--- src/rtl/counter_pkg.sv ---
// ---------------------------------------------------------------------------
// counter_pkg - shared mode constants and parameter helpers for counters
// rev 1.0
// ---------------------------------------------------------------------------
`default_nettype none

package counter_pkg;

  localparam int unsigned COUNT_WRAP     = 0;
  localparam int unsigned COUNT_SATURATE = 1;

  localparam int unsigned PRESCALE_MAX = 65535;

  // Ceiling log2; returns 0 for v <= 1, callers guard that case.
  function automatic int unsigned clog2(input longint unsigned v);
    int unsigned     r;
    longint unsigned x;
    r = 0;
    x = (v > 0) ? v - 64'd1 : 64'd0;
    while (x > 0) begin
      r = r + 1;
      x = x >> 1;
    end
    return r;
  endfunction

  function automatic bit width_legal(input int unsigned w);
    return (w >= 1) && (w <= 32);
  endfunction

  function automatic bit max_count_legal(input int unsigned w, input longint unsigned m);
    return (m >= 64'd1) && (m <= ((64'd1 << w) - 64'd1));
  endfunction

  function automatic bit prescale_legal(input int unsigned p);
    return (p >= 1) && (p <= PRESCALE_MAX);
  endfunction

endpackage : counter_pkg

`default_nettype wire

--- src/rtl/counter_prescaler.sv ---
// ---------------------------------------------------------------------------
// counter_prescaler - divides enabled cycles down to one tick per PRESCALE
// rev 1.0
// ---------------------------------------------------------------------------
`default_nettype none

module counter_prescaler
  import counter_pkg::*;
#(
  parameter int unsigned PRESCALE = 1
) (
  input  logic clock,
  input  logic reset,
  input  logic enable,
  input  logic clear,
  output logic tick
);

  if (!prescale_legal(PRESCALE)) begin : g_bad_prescale
    $error("counter_prescaler: PRESCALE must be in 1..65535");
  end

  if (PRESCALE <= 1) begin : g_bypass
    // No divider state at all: every enabled cycle is a tick.
    logic w_unused;
    assign w_unused = reset ^ clear;
    assign tick     = enable;
  end else begin : g_divide
    localparam int unsigned          c_PS_W = clog2(PRESCALE);
    localparam logic [c_PS_W-1:0]    c_LAST = c_PS_W'(PRESCALE - 1);

    logic [c_PS_W-1:0] presc_q;
    logic [c_PS_W-1:0] presc_d;

    assign tick = enable && (presc_q == c_LAST);

    always_comb begin
      presc_d = presc_q;
      if (clear) begin
        presc_d = '0;
      end else if (enable) begin
        presc_d = tick ? '0 : presc_q + 1'b1;
      end
    end

    always_ff @(posedge clock) begin
      if (!reset) begin
        presc_q <= '0;
      end else begin
        presc_q <= presc_d;
      end
    end
  end

endmodule : counter_prescaler

`default_nettype wire

--- src/rtl/up_down_counter_n.sv ---
// ---------------------------------------------------------------------------
// up_down_counter_n - parametrised up/down counter with load, wrap/saturate
// rev 1.0
// ---------------------------------------------------------------------------
`default_nettype none

module up_down_counter_n
  import counter_pkg::*;
#(
  parameter int unsigned     WIDTH     = 4,
  parameter longint unsigned MAX_COUNT = (64'd1 << WIDTH) - 64'd1,
  parameter int unsigned     PRESCALE  = 1,
  parameter int unsigned     SATURATE  = COUNT_WRAP
) (
  input  logic             clock,
  input  logic             reset,
  input  logic             enable,
  input  logic             up,
  input  logic             load,
  input  logic [WIDTH-1:0] load_value,
  input  logic             clear_flag,
  output logic [WIDTH-1:0] count,
  output logic             terminal,
  output logic             overflow,
  output logic             at_zero,
  output logic             at_max
);

  if (!width_legal(WIDTH)) begin : g_bad_width
    $error("up_down_counter_n: WIDTH must be in 1..32");
  end

  if (!max_count_legal(WIDTH, MAX_COUNT)) begin : g_bad_max
    $error("up_down_counter_n: MAX_COUNT must be in 1..2**WIDTH-1");
  end

  // Limits are compared one bit wider so MAX_COUNT = 2**WIDTH-1 stays exact.
  localparam logic [WIDTH:0]   c_MAX_EXT = MAX_COUNT[WIDTH:0];
  localparam logic [WIDTH-1:0] c_MAX     = MAX_COUNT[WIDTH-1:0];
  localparam bit               c_SAT     = (SATURATE == COUNT_SATURATE);

  logic [WIDTH-1:0] count_q;
  logic [WIDTH-1:0] count_d;
  logic             terminal_q;
  logic             terminal_d;
  logic             overflow_q;
  logic             overflow_d;

  logic             w_tick;
  logic             w_limit;
  logic [WIDTH:0]   w_count_ext;
  logic [WIDTH:0]   w_load_ext;

  counter_prescaler #(
    .PRESCALE (PRESCALE)
  ) u_prescaler (
    .clock  (clock),
    .reset  (reset),
    .enable (enable),
    .clear  (load),
    .tick   (w_tick)
  );

  assign w_count_ext = {1'b0, count_q};
  assign w_load_ext  = {1'b0, load_value};

  always_comb begin
    count_d = count_q;
    w_limit = 1'b0;
    if (load) begin
      count_d = (w_load_ext > c_MAX_EXT) ? c_MAX : load_value;
    end else if (w_tick) begin
      if (up) begin
        if (w_count_ext < c_MAX_EXT) begin
          count_d = count_q + 1'b1;
        end else begin
          w_limit = 1'b1;
          count_d = c_SAT ? c_MAX : '0;
        end
      end else begin
        if (count_q != '0) begin
          count_d = count_q - 1'b1;
        end else begin
          w_limit = 1'b1;
          count_d = c_SAT ? '0 : c_MAX;
        end
      end
    end
    terminal_d = w_limit;
    // A limit event in the same cycle as clear_flag keeps the flag set.
    overflow_d = w_limit | (overflow_q & ~clear_flag);
  end

  always_ff @(posedge clock) begin
    if (!reset) begin
      count_q    <= '0;
      terminal_q <= 1'b0;
      overflow_q <= 1'b0;
    end else begin
      count_q    <= count_d;
      terminal_q <= terminal_d;
      overflow_q <= overflow_d;
    end
  end

  assign count    = count_q;
  assign terminal = terminal_q;
  assign overflow = overflow_q;
  assign at_zero  = (count_q == '0);
  assign at_max   = (count_q == c_MAX);

endmodule : up_down_counter_n

`default_nettype wire

--- config.mk ---
export PLATFORM = sky130hd
export DESIGN_NAME = up_down_counter_n
export DESIGN_NICKNAME = d
export VERILOG_FILES = /design/src/rtl/counter_pkg.sv /design/src/rtl/counter_prescaler.sv /design/src/rtl/up_down_counter_n.sv
export SDC_FILE = /design/constraint.sdc
export NUM_CORES = 1
export LEC_CHECK = 0
export CORE_AREA = 3 3 45 47
export DETAILED_ROUTE_END_ITERATION = 7
export DIE_AREA = 0 0 48 50
export DONT_BUFFER_PORTS = 1
export HOLD_SLACK_MARGIN = 0.05
export SYNTH_ARGS = -nofsm -noshare
export SYNTH_HDL_FRONTEND = slang
export SYNTH_HIERARCHICAL = 1
export SYNTH_SLANG_ARGS = --single-unit
export TNS_END_PERCENT = 10
--- constraint.sdc ---
create_clock -name clock -period 2.4 [get_ports clock]
set_input_delay 0.36 -clock clock [delete_from_list [all_inputs] [get_ports clock]]
set_output_delay 0.36 -clock clock [all_outputs]
set_load 0.005 [all_outputs]
==> out/results.txt <==
Run status: finished clean
Crit-path slowest cell: or4_1
Startpoint types: flop
RD Place Congestion: 0.733
Count of clock tree sinks: 6
First-pass GRT wire length: 1.55 mm
Design Area, Final: 449 µm²
FMAX: 0.609 GHz
Top cell type's share of synthesized area: 28.8%
Clk network pwr share: 34.4%
Tot GR Track Use: 9.01%
Area contributors post-synth: dfxtp_1, o21ai_0, a21oi_1
CTS root buf: clkbuf_4
Synth Cell Area: 417 µm²
Post-CTS Setup Bufs: 0
RSZ-0062 raised after global routing: false
H-tree levels: 1
Crit-path max cell delay: 0.50 ns
Area leader, netlist: dfxtp_1
Num rows: 15
Worst-Skew Late Latency: 0.23 ns
Layout area overhead: 7.81%
Clk_skew: 0.000630 ns
CP Max Fanout: 8
Count of input and output buffers: 0
CP delay by family, top: compound AO/OA/AOI/OAI gates
Final Cycle Share: 68.4%
CTS Buf Count: 3
WL/cell: 13.5 µm
Synth Warn #: 6
Via/cell ratio: 5.24
# hold bufs at CTS: 0
Pre-CTS setup slack: 0.756 ns
Hold Path Class: in2reg
Crit-path cells: inv_2 > or4_1 > a311o_1 > a21boi_2
Relative slew margins: 78.5%
Switching Fraction: 25.5%
Post-Syn Instances: 53
DIE HEIGHT: 50 µm
Final Core Density: 26.6%
Fin nets: 68
Post-Place Cells: 68
Power Total: 0.252 mW
Die Wd: 48 µm
MaxCap Viol Count: 0
Worst Path Required: 2.57 ns
# fillers: 195
Full die area: 0.00240 mm²
CTS Buffer Depth: 2
Most frequent cells in the layout: o21ai_0, dfxtp_1, a21oi_1, inv_1
Max-slew violations: 0
Netlist cell types: 28
Mean post-synth cell area: 7.86 µm²
Final hold vios: 0
Lkg Pwr: 0.177 nW
Worst-Margin Slew: 0.322 ns
Setup crit end kind: flop
Internal Power: 0.187 mW
WS Path Type: reg2reg
1st-iter DRT viols: 4
Post-cts sizing count: 0
WHS: 0.243 ns
WP data arrival: 1.81 ns
Setup TNS Final: 0 ns
Post-synth EDFFs: 0
Residual DRC count: 0
Endpoints failing setup: 0
VDD IR max: 0.188 mV
Post-DRT Antenna Nets: 0
Synth Flop Type: dfxtp_1
Initial core utilization: 24.7%
Area of the core: 0.00169 mm²
Remaining Overflow, GRT: 0
Layout cells sized above 1: 11.1%
Antenna Cells: 0
Initial antenna violation count: 0
Fin cells: 71
Mapped Nets: 65
Placed Area: 427 µm²
# IOs: 18
FF+latch count, synth: 6
Minimum clock period: 1.64 ns
Largest net degree at the start of global routing: 11
Register area share after synthesis: 28.8%
Net switching power: 0.0643 mW
CTS tree: built
WP buf/inv: 1
Setup ws final: 0.758 ns
Sequential share of power: 47.5%
Combinational fraction of design power: 18.1%
Number of global-route vias before repair: 380
Worst-path clk slew: 0.04 ns
DR pass1 iterations: 3
Vias: 372
Power per cell area: 560 mW/mm²
Routed wire length: 955 µm
Post-synthesis async set-or-reset flop share: 0%
-- synthesized netlist by cell type (2+ instances only) --
cell type / n
dfxtp_1: 6
o21ai_0: 6
a21oi_1: 5
inv_1: 4
nand2_1: 3
nor2_1: 3
and2_1: 2
and3_1: 2
ha_1: 2
xnor2_1: 2
-- power by group through the flow --
stage	Combinational [mW]	Clock, mW	Sequential [mW]
floorplan	0.0436	0	0.117
global placement	0.0450	0	0.121
detailed placement	0.0457	0	0.121
CTS	0.0460	0.0901	0.120
global route	0.0529	0.0934	0.121
finish	0.0456	0.0865	0.120
-- cell families after synthesis --
logic type / synth area share [%]
fa+ha+maj: 6.01
xor+xnor: 4.20
flops: 28.8
mux: 5.11
simple gates: 22.8
buf+inv: 7.21
compound gates: 25.8
-- routing by layer --
metal	track usage, %	vias up	wire length [µm]
met5	0	-	0
met4	5.38	0	5
met3	4.01	2	100
met2	12.1	12	379
met1	11.4	168	469
li1	-	190	-
-- registers in the layout (all words and copies together), names as in the netlist --
register,count
overflow,1
count,4
terminal,1
-- final timing paths --
| path | start | cells past startpoint | slack [ns] | endpoint |
|---|---|---|---|---|
| max | count[2] | 4 | 0.76 | count[3] |
| min | reset | 1 | 0.24 | overflow |
| max reg2reg | count[2] | 4 | 0.76 | count[3] |
| min reg2reg | overflow | 2 | 0.62 | overflow |
-- area by class of cell --
cell class                 instances  area (µm²)  share of cell area, %
tap                               17        21.3                   4.74
multi-input combinational         40         267                   59.3
sequential                         6         120                   26.7
clock buffer                       3        22.5                   5.01
inverter                           5        18.8                   4.18
(Power assumes the default switching activity.)
